$ cat src/rtl/div_pkg.sv
// Shared types and defaults for the radix-2 restoring divider.
package div_pkg;
  localparam int DIV_WIDTH = 32;

  typedef enum logic [1:0] {
    IDLE = 2'd0,
    CALC = 2'd1,
    FIX  = 2'd2,
    DONE = 2'd3
  } div_state_t;
endpackage

$ cat src/rtl/div_radix2_if.sv
// Request/response handshake bundle between the EXE stage and the divider.
interface div_radix2_if #(parameter int WIDTH = 32);
  logic             flush;
  logic             in_valid;
  logic             in_ready;
  logic             div_signed;
  logic [WIDTH-1:0] x;
  logic [WIDTH-1:0] y;
  logic             out_valid;
  logic             out_ready;
  logic [WIDTH-1:0] s;
  logic [WIDTH-1:0] r;
  logic             busy;

  modport master (
    output flush, in_valid, div_signed, x, y, out_ready,
    input  in_ready, out_valid, s, r, busy
  );

  modport slave (
    input  flush, in_valid, div_signed, x, y, out_ready,
    output in_ready, out_valid, s, r, busy
  );
endinterface

$ cat src/rtl/div_step.sv
// One combinational restoring step: shift in the next dividend bit, subtract divisor if it fits.
module div_step #(
  parameter int WIDTH = 32
) (
  input  logic [WIDTH-1:0] rem,
  input  logic             din,
  input  logic [WIDTH-1:0] dvs,
  output logic [WIDTH-1:0] rem_next,
  output logic             q
);
  logic [WIDTH:0]   t;
  logic [WIDTH-1:0] diff;

  // rem < dvs on entry, so both the difference and the kept value fit in WIDTH bits
  assign t        = {rem, din};
  assign q        = (t >= {1'b0, dvs});
  assign diff     = t[WIDTH-1:0] - dvs;
  assign rem_next = q ? diff : t[WIDTH-1:0];
endmodule

$ cat src/rtl/div_radix2.sv
// Iterative radix-2 restoring divider: WIDTH CALC steps, one sign-fix cycle, then hold until taken.
module div_radix2
  import div_pkg::*;
#(
  parameter int WIDTH = DIV_WIDTH
) (
  input  logic         div_clk,
  input  logic         resetn,
  div_radix2_if.slave  bus
);
  localparam int CW = $clog2(WIDTH);

  div_state_t       state;
  logic [CW-1:0]    cnt;
  logic             sgn, x_neg, y_neg;
  logic [WIDTH-1:0] dvd, dvs, rem;
  logic [WIDTH-1:0] rem_nxt;
  logic             q_bit;
  logic [WIDTH-1:0] ax, ay;
  logic [WIDTH-1:0] q_fix, r_fix;
  logic             out_valid;
  logic [WIDTH-1:0] s_q, r_q;

  assign bus.in_ready  = (state == IDLE) & ~bus.flush;
  assign bus.busy      = (state != IDLE);
  assign bus.out_valid = out_valid;
  assign bus.s         = s_q;
  assign bus.r         = r_q;

  assign ax = (bus.div_signed & bus.x[WIDTH-1]) ? -bus.x : bus.x;
  assign ay = (bus.div_signed & bus.y[WIDTH-1]) ? -bus.y : bus.y;

  div_step #(.WIDTH(WIDTH)) u_step (
    .rem      (rem),
    .din      (dvd[WIDTH-1]),
    .dvs      (dvs),
    .rem_next (rem_nxt),
    .q        (q_bit)
  );

  // dvd has been fully replaced by the quotient by the time FIX runs.
  // Signed /0 would otherwise come out as +1 for negative x, hence the override.
  always_comb begin
    q_fix = (sgn & (x_neg ^ y_neg)) ? -dvd : dvd;
    r_fix = (sgn & x_neg) ? -rem : rem;
    if (sgn && dvs == '0) q_fix = '1;
  end

  always_ff @(posedge div_clk or negedge resetn) begin
    if (!resetn) begin
      state     <= IDLE;
      cnt       <= '0;
      sgn       <= 1'b0;
      x_neg     <= 1'b0;
      y_neg     <= 1'b0;
      dvd       <= '0;
      dvs       <= '0;
      rem       <= '0;
      out_valid <= 1'b0;
      s_q       <= '0;
      r_q       <= '0;
    end else if (bus.flush) begin
      state     <= IDLE;
      cnt       <= '0;
      out_valid <= 1'b0;
    end else begin
      case (state)
        IDLE: if (bus.in_valid) begin
          sgn   <= bus.div_signed;
          x_neg <= bus.div_signed & bus.x[WIDTH-1];
          y_neg <= bus.div_signed & bus.y[WIDTH-1];
          dvd   <= ax;
          dvs   <= ay;
          rem   <= '0;
          cnt   <= '0;
          state <= CALC;
        end
        CALC: begin
          rem <= rem_nxt;
          dvd <= {dvd[WIDTH-2:0], q_bit};
          cnt <= cnt + 1'b1;
          if (cnt == CW'(WIDTH - 1)) state <= FIX;
        end
        FIX: begin
          s_q       <= q_fix;
          r_q       <= r_fix;
          out_valid <= 1'b1;
          state     <= DONE;
        end
        DONE: if (bus.out_ready) begin
          out_valid <= 1'b0;
          state     <= IDLE;
        end
        default: state <= IDLE;
      endcase
    end
  end
endmodule

$ cat src/flat_wrapper.sv
// flat-port wrapper written by rule: the top's interface ports become plain ports
module div_radix2_flat import div_pkg::*;
#(
  parameter int WIDTH = DIV_WIDTH
)
  (div_clk, resetn, bus_flush, bus_in_valid, bus_div_signed, bus_x, bus_y, bus_out_ready, bus_in_ready, bus_out_valid, bus_s, bus_r, bus_busy);
  div_radix2_if #(.WIDTH(WIDTH)) bus_i ();
  input  logic div_clk;
  input  logic resetn;
  input wire logic [$bits(bus_i.flush)-1:0] bus_flush;
  input wire logic [$bits(bus_i.in_valid)-1:0] bus_in_valid;
  input wire logic [$bits(bus_i.div_signed)-1:0] bus_div_signed;
  input wire logic [$bits(bus_i.x)-1:0] bus_x;
  input wire logic [$bits(bus_i.y)-1:0] bus_y;
  input wire logic [$bits(bus_i.out_ready)-1:0] bus_out_ready;
  output wire logic [$bits(bus_i.in_ready)-1:0] bus_in_ready;
  output wire logic [$bits(bus_i.out_valid)-1:0] bus_out_valid;
  output wire logic [$bits(bus_i.s)-1:0] bus_s;
  output wire logic [$bits(bus_i.r)-1:0] bus_r;
  output wire logic [$bits(bus_i.busy)-1:0] bus_busy;
  assign bus_i.flush = bus_flush;
  assign bus_i.in_valid = bus_in_valid;
  assign bus_i.div_signed = bus_div_signed;
  assign bus_i.x = bus_x;
  assign bus_i.y = bus_y;
  assign bus_i.out_ready = bus_out_ready;
  assign bus_in_ready = bus_i.in_ready;
  assign bus_out_valid = bus_i.out_valid;
  assign bus_s = bus_i.s;
  assign bus_r = bus_i.r;
  assign bus_busy = bus_i.busy;
  div_radix2 #(.WIDTH(WIDTH)) u_core (.div_clk(div_clk), .resetn(resetn), .bus(bus_i));
endmodule
$ cat config.mk
export PLATFORM = sky130hd
export DESIGN_NAME = div_radix2_flat
export DESIGN_NICKNAME = d
export VERILOG_FILES = /design/src/rtl/div_pkg.sv /design/src/rtl/div_radix2_if.sv /design/src/rtl/div_step.sv /design/src/rtl/div_radix2.sv /design/src/flat_wrapper.sv
export SDC_FILE = /design/constraint.sdc
export NUM_CORES = 1
export LEC_CHECK = 0
export CORE_ASPECT_RATIO = 1.25
export CORE_MARGIN = 10
export CORE_UTILIZATION = 40
export DETAILED_ROUTE_END_ITERATION = 12
export HOLD_SLACK_MARGIN = 0.06
export PLACE_DENSITY_LB_ADDON = 0.1
export SYNTH_ARGS = -nofsm -noshare
export SYNTH_HDL_FRONTEND = slang
export SYNTH_SLANG_ARGS = --single-unit
$ cat constraint.sdc
create_clock -name div_clk -period 4.1 [get_ports div_clk]
set_input_delay 0.41 -clock div_clk [delete_from_list [all_inputs] [get_ports div_clk]]
set_output_delay 0.41 -clock div_clk [all_outputs]
set_load 0.03 [all_outputs]
======== Word level (Yosys, flattened, before mapping) ========
Index checks and enable logic that the tools add are counted.
operators by class
  equal/unequal tests ..................... 8
  magnitude comparators ................... 1
  mux-type cells .......................... 21
  $add $sub $neg .......................... 6
  bitwise operators ....................... 7
  reductions and logical operators ........ 13
operators with widths
  cell                                                 number
  two-way mux 32 bit                                   8
  negation 32 bit                                      4
  case mux 32 bit (2 select lines)                     2
  >= comparator 33 x 32 -> 1 bit                       1
  zero test 32 bit                                     1
  subtractor 32 bit                                    1
  two-way mux 5 bit                                    2
  case mux 5 bit (2 select lines)                      1
  AND reduction 3 bit                                  3
  two-way mux 2 bit                                    4
  case mux 2 bit (4 select lines)                      1
  != test 3 bit, second input constant                 2
  AND reduction 2 bit                                  3
  nonzero test 3 bit                                   2
  adder 5 x 1 -> 5 bit, second input constant          1
  AND 1 bit                                            5
  equality test 5 bit, second input constant           1
  equality test 2 bit, second input constant           2
  nonzero test 2 bit                                   2
  != test 3 x 2 -> 1 bit, second input constant        1
  equality test 2 x 1 -> 1 bit, second input constant  1
  zero test 2 bit                                      1
  two-way mux 1 bit                                    2
  != test 2 bit, second input constant                 1
  4 further kinds                                      4
storage, ports and cells
  register bits after elaboration ......... 171
  word-level logic and storage cells ...... 67
  output and inout port bits .............. 67

======== Depth between registers and ports, before layout ========
Gate-level depths: netlist of run 1.
  word-level depth ........................ 4
  mapped depth ............................ 14
  gate-level depth less buffers ........... 13

======== Hierarchy ========
From an unflattened synthesis of run 1, not the netlist that was laid out.
second synthesis, totals
  cells, all modules ...................... 1397
  area total of the unflattened synthesis .. 11733.8 sq um
modules (own cells, without submodules)
  module      cells an instance  seq. area each (sq um)  instances  area an instance (sq um)
  div_radix2  1074               4279.1                  1          9402.8
  div_step    323                0.0                     1          2331.0

======== Least setup slack after synthesis of run 1 ========
Ideal clock, no wire load.
  kind .................................... reg-to-reg
  start point ............................. register u_core.dvd[31]
  end point ............................... register u_core.rem[30]
  data arrival time ....................... 2956 ps
  library setup time ...................... 122 ps
  data required time ...................... 3978 ps
  setup slack ............................. 1022 ps
  cell stages (with the launch flop) ...... 14
  path buffers ............................ 0
  path through ............................ dfrtp_1 inv_1 ha_1 inv_1 fa_1 a21o_1 a221o_1 a221oi_2 o211ai_2 a41oi_2 o31ai_2 a221oi_2 mux2i_1 nand2_1
between the ends
  longest elaborated chain between the ends .. 3
  elaborated cells between the ends (all ways) .. 4
  those cells by class .................... 1 x add/sub; 1 x order compare; 2 x mux
RTL lines
  element                                                              RTL line                        source
  from (decl)                                                          div_radix2.sv:16                logic [WIDTH-1:0] dvd, dvs, rem;
  from (signal assigned)                                               div_radix2.sv:80                dvd <= {dvd[WIDTH-2:0], q_bit};
  subtractor 32 bit or >= comparator 33 x 32 -> 1 bit (tied branches)  div_step.sv:17, div_step.sv:16
  two-way mux 32 bit *                                                 div_step.sv:18                  assign rem_next = q ? diff : t[WIDTH-1:0];
  case mux 32 bit (2 select lines) *                                   div_radix2.sv:67                case (state)
  to (signal assigned)                                                 div_radix2.sv:79                rem <= rem_nxt;
  to (decl)                                                            div_radix2.sv:16
Every way passes the cells marked *; elsewhere a longest branch is shown, timed or not.
A chain may end at the register's enable or synchronous reset.

======== Final worst setup path of run 1 ========
Same ends and word-level chain as after synthesis.

==> results of run 1 <==
==> final cells by class <==
class | count | area, um2
Fill cell | 2785 | 14300
Multi-Input combinational cell | 1062 | 6540
Sequential cell | 171 | 4280
Timing Repair Buffer | 153 | 1490
Tap cell | 350 | 438
Clock buffer | 18 | 429
Inverter | 64 | 240
Clock inverter | 14 | 159
==> cell families after synthesis <==
logic type               after synthesis  share of synthesized area (%)
buffers and inverters                137                           4.74
AND/OR/NAND/NOR                      423                           17.1
adder cells (fa/ha/maj)               44                           4.92
multiplexers                          21                           1.88
AO/OA/AOI/OAI                        430                           22.5
flip-flops                           171                           37.8
XOR/XNOR                             144                           11.1
==> cell usage in the layout (no fill, tap or decap), types with 5 or more instances in the layout <==
master             n
nor4_2             6
a32oi_1           11
nand2_1          177
a21o_1            25
a31oi_1            6
o41ai_1            8
nor2_1           120
clkdlybuf4s50_1  135
xnor2_1           79
o21ai_0          126
inv_6              5
o31ai_1           16
dfrtp_1          171
ha_1              42
or4_1              6
inv_1             64
a21oi_1          151
nor3_1            26
and2_1             7
clkbuf_16         17
xor2_1            65
nor4_1            18
o21bai_1           7
clkinvlp_4         5
nand3_1           13
mux2i_1           19
buf_4             17
nand2b_1           7
o21ai_1           41
or3_1              9
and3_1             6
a211oi_1           7
nand4_1            7
==> synthesized netlist by cell type (4+ instances only) <==
master,n,area share [%]
a21o_1,25,1.7
or3_1,9,0.50
nor2_1,120,4.0
a31oi_1,6,0.33
nor4_1,18,0.99
a211oi_1,7,0.46
nand2_1,178,5.9
or4_1,6,0.40
o21ai_0,126,5.6
and2_1,7,0.39
and3_1,6,0.33
o21ai_1,41,1.8
nor3_1,26,1.1
xnor2_1,79,6.1
buf_2,6,0.26
nor2b_1,4,0.22
o31ai_1,17,1.1
clkbuf_1,60,2.0
a32oi_1,11,0.85
dfrtp_1,171,38
ha_1,43,4.7
inv_1,64,2.1
mux2i_1,19,1.7
nand4_1,7,0.39
nor4_2,6,0.66
xor2_1,65,5.0
buf_1,5,0.17
o41ai_1,8,0.62
nand2b_1,8,0.44
a21oi_1,152,6.7
nand3_1,13,0.57
o21bai_1,7,0.46
==> metal layers <==
layer | vias to the layer above | track usage, % | wire length (um)
met4 | 0 | 4.68 | 431
li1 | 4991 | - | -
met1 | 4445 | 21.9 | 14000
met2 | 184 | 28.6 | 14500
met5 | - | 0 | 0
met3 | 23 | 3.26 | 1380
==> through the flow <==
step           setup slack, ps  area (um2)  power (mW)  util [%]
5_1_grt                    467       13600        11.7      48.8
4_1_cts                    671       13600        10.8      48.8
3_5_place_dp               703       13000        9.12      46.7
2_1_floorplan             1020       11300        7.34         -
6_report                   680       13600        10.7      48.8
3_3_place_gp               740       13000        9.05      46.7
==> power breakdown <==
group / internal, mW / switching (mW)
Clock: 0.908 / 0.726
Sequential: 2.37 / 0.756
Combinational: 2.40 / 3.53
==> registers in the layout, summed over array words and instances, names as in the netlist <==
signal and cells:
u_core.bus.out_valid 1, u_core.bus.r 32, u_core.bus.s 32, u_core.cnt 5, u_core.dvd 32, u_core.dvs 32, u_core.rem 32, u_core.sgn 1
u_core.state 2, u_core.x_neg 1, u_core.y_neg 1
==> how the worst max path moves through the flow <==
stage | slack (ps) | to | start | cells after the start
after global placement | 740 | u_core.rem[30] | u_core.dvd[31] | 13
final | 680 | u_core.rem[30] | u_core.dvd[31] | 13
after detailed placement | 700 | u_core.rem[30] | u_core.dvd[31] | 13
after CTS | 670 | u_core.rem[30] | u_core.dvd[31] | 13
after floorplan | 1020 | u_core.rem[30] | u_core.dvd[31] | 13
after global routing | 470 | u_core.rem[30] | u_core.dvd[31] | 13
==> worst max-delay path, stage by stage, from the launching register on <==
cell and delay, ps:
dfrtp_1 430, inv_1 80, ha_1 160, inv_1 50, fa_1 390, a21o_1 190, a221o_1 350, a221oi_2 490
o211ai_2 150, a41oi_2 320, o31ai_2 150, a221oi_2 270, mux2i_1 230, nand2_1 60
==> results.yml, run 1 <==
run_status:
  status: "complete, no violations"
sta:
  relSlewSlack_pct: 33.2
  setup_viol: 0
  whs_ps: 35.3
  finalMaxSlewViolations: 0
  tns_ps: 0
  clock.fmax_mhz: 292
  clock-skew-final_ps: 8.92
  worst_slew_pin_slew_ps: 1000
  min_period_over_period_pct: 83.4
  period_needed_ps: 3420
  finalHoldViolations: 0
  rsz0062_at_grt: "false"
clock_tree:
  cts_tree: "yes"
  hold_buffers: 0
  cts_root_buffer: "clkbuf_16"
  post_cts_buffers: 0
  numCtsBuffers: 17
  max-clock-path-buffers: 2
  htreeDepth: 4
  cts-resized-gates: 0
  cts.sinks: 171
  clk_pin_slew_ps: 70
  clock_latency_ps: 440
grt:
  track_usage_pct: 17.1
  grt_pass1_vias: 9522
  grt_max_degree: 102
  grt_overflow: 0
  antenna_found_initial: 0
  grt_pass1_wl_um: 49600
floorplanning:
  core_area_mm2: 0.0278
  rows: 68
  start_util_pct: 40.7
  chipHeight_um: 208
  die-area_mm2: 0.0355
  die_x_um: 171
  ios: 137
critical_path:
  critPathCaptureType: "flip-flop"
  worst_r2r_path_depth: 13
  reg2reg_from: "u_core.dvd[31]"
  path_max_fanout: 4
  required_ps: 4420
  arrival_ps: 3740
  start_kind: "flip-flop"
  r2r-end: "u_core.rem[30]"
  rrSetupSlack_ps: 680
  critPathKind: "reg2reg"
yosys:
  synth_warnings: 0
  syn_avg_cell_area_um2: 8.27
  ys_seq_elements: 171
  syn_area_mm2: 0.0113
  ys_types: 69
  synth_fp_nets: 1484
  ys.flop_type: "dfrtp_1"
  ys_async_sr_fraction_pct: 100
  ys_seq_area_share_pct: 37.8
  syn_inst: 1370
  synth_edf_count: 0
finish:
  antennaDiodeCount: 0
  nets: 1583
  fin_cells: 1832
  area_growth_pct: 19.8
  drive_gt1_share_pct: 5.47
placed_design:
  place_inst: 1800
  dp_hpwl_um: 23600
  place.gp.congestion: 0.866
  numPortBuffers: 136
route:
  via_count: 9643
  dr.pass1.iters: 5
  routed_wl_um: 30300
  postRouteAntennaNets: 0
  drcViolationCount: 0
  drt-initial-drc-count: 528
  via_per_inst: 5.26
  routedWlPerCell_um: 16.5
min_path:
  hp-class: "in2async"
power:
  total_leakage_power_nw: 5.76
  irDropWorstVdd_uv: 293
  p_per_area_mw_per_mm2: 788
flow_run:
  drv_cap: 0
(Power assumes the default switching activity.)
==> inputs of run 2 (changes only) <==
- clock period: 4.1 -> 3.21 ns (I/O delays scaled with it)
==> run 2 against run 1 <==
Wire length rose by 1.6%. Cell count up 2.4%. Flip-flop and latch count unchanged. Global-route usage grew 0.15 points. Count of clock-buffer cells in the layout increased by 1. Critical endpoint unchanged. Critical path type unchanged. Sequential power up 24%. Via count increased by 2.1%.
==> results.yml, run 2 (synthesized netlist as in run 1, its figures left out) <==
run_status:
  status: "complete, no violations"
critical_path:
  rrSetupSlack_ps: 40
  r2r-end: "u_core.rem[30]"
  start_kind: "flip-flop"
  worst_r2r_path_depth: 13
  path_cells: "inv_2 > ha_4 > inv_2 > fa_2 > a21o_1 > a221o_1 > a221oi_2 > o211ai_2 > a41oi_2 > o31ai_4 > a221oi_2 > mux2i_1 > nand2_1"
  arrival_ps: 3490
  reg2reg_from: "u_core.dvd[31]"
  critPathCapture: "u_core.rem[30]"
  path_max_fanout: 3
  critPathLaunch: "u_core.dvd[31]"
  critPathKind: "reg2reg"
  slowest_stage: "dfrtp_1"
  max_stage_delay_ps: 390
  required_ps: 3530
  critPathCaptureType: "flip-flop"
route:
  via_per_inst: 5.25
  drt-initial-drc-count: 560
  routedWlPerCell_um: 16.4
  via_count: 9847
  routed_wl_um: 30800
  dr.pass1.iters: 7
  postRouteAntennaNets: 0
  drcViolationCount: 0
sta:
  relSlewSlack_pct: 48.1
  clock.fmax_mhz: 315
  tns_ps: 0
  layout_setup_ws_ps: 36.5
  min_period_over_period_pct: 98.9
  rsz0062_at_grt: "true"
  worst_slew_pin_slew_ps: 778
  setup_viol: 0
  clock-skew-final_ps: 7.79
  period_needed_ps: 3170
  finalMaxSlewViolations: 0
  finalHoldViolations: 0
power:
  irDropWorstVdd_uv: 327
  p_per_area_mw_per_mm2: 999
  total_leakage_power_nw: 6.01
grt:
  antenna_found_initial: 0
  grt_max_degree: 64
  use_met1_pct: 21.8
  grt_pass1_vias: 9666
  track_usage_pct: 17.3
  use_met3_pct: 3.22
  grt_pass1_wl_um: 49800
  gr-usage-met2_pct: 29.6
  busiest_layer: "met2"
  grt_overflow: 0
floorplanning:
  ios: 137
  core_area_mm2: 0.0278
  start_util_pct: 40.7
  die-area_mm2: 0.0355
  chipHeight_um: 208
  rows: 68
  die_x_um: 171
flow_run:
  drv_cap: 0
finish:
  drive_gt1_share_pct: 8.45
  area_growth_pct: 23.3
  final_area_mm2: 0.0140
  nets: 1627
  mostFrequentLayoutCells: "nand2_1 (177), dfrtp_1 (171), a21oi_1 (151), clkdlybuf4s50_1 (135), o21ai_0 (126)"
  final_common_cell: "nand2_1"
  fin_cells: 1876
  antennaDiodeCount: 0
min_path:
  hp-class: "in2async"
clock_tree:
  cts_tree: "yes"
  cts_root_buffer: "clkbuf_16"
  clk_pin_slew_ps: 70
  max-clock-path-buffers: 2
  cts.sinks: 171
  numCtsBuffers: 17
  htreeDepth: 4
  clock_latency_ps: 430
placed_design:
  postPlaceCellArea_mm2: 0.0133
  numPortBuffers: 136
  place_inst: 1840
  dp_hpwl_um: 24200
  pre_cts_slack_ps: 44.8
  place.gp.congestion: 0.851
## run 2: layer usage
metal / share of wire, % / vias to the layer above
li1: - / 5082
met1: 46 / 4570
met2: 49 / 178
met3: 4.0 / 17
met4: 1.0 / 0
met5: 0 / -
## run 2: repair_timing
action / in CTS / in global routing
endpoints found under the hold margin: 60 / 0
hold buffers: 1 / 0
endpoints found under the setup margin: 0 / 4
buffers inserted: 0 / 3
resized for setup: 0 / 6
## run 2: final cells by class
cell class                      count  area [um2]
Clock buffer                       19         453
Sequential cell                   171        4280
Inverter                           64         240
Fill cell                        2740       13900
Tap cell                          350         438
Multi-Input combinational cell   1062        6560
Clock inverter                     13         140
Timing Repair Buffer              197        1860
## run 2: per-stage QoR
stage	util, %	total power [mW]	hold WS (ps)
after CTS	50.0	14.0	456
after detailed placement	47.9	11.9	353
final	50.2	14.0	439
after global placement	47.9	11.8	354
after global routing	50.2	15.2	496
after floorplan	-	9.38	25.4
## run 2: how the worst min path moves through the flow
stage                                      end
after CTS                     u_core.bus.s[30]
final                         u_core.bus.s[30]
after global routing          u_core.bus.s[30]
after detailed placement      u_core.bus.s[30]
after global placement        u_core.bus.s[30]
after floorplan           u_core.bus.out_valid
## run 2: report_power, final
group / leakage, nW / total [mW] / switching (mW) / internal [mW]
Clock: 0.282 / 2.09 / 0.901 / 1.19
Combinational: 3.54 / 7.98 / 4.66 / 3.32
Sequential: 2.19 / 3.89 / 0.863 / 3.03
## run 2: worst max-delay path: cells and delay by family, from the launching register on
kind | cells | cell delay (ps)
AOI/OAI and AO/OA | 7 | 1810
adders and majority gates | 2 | 480
DFF | 1 | 390
muxes | 1 | 210
buffers and inverters | 2 | 110
and+or+nand+nor | 1 | 60
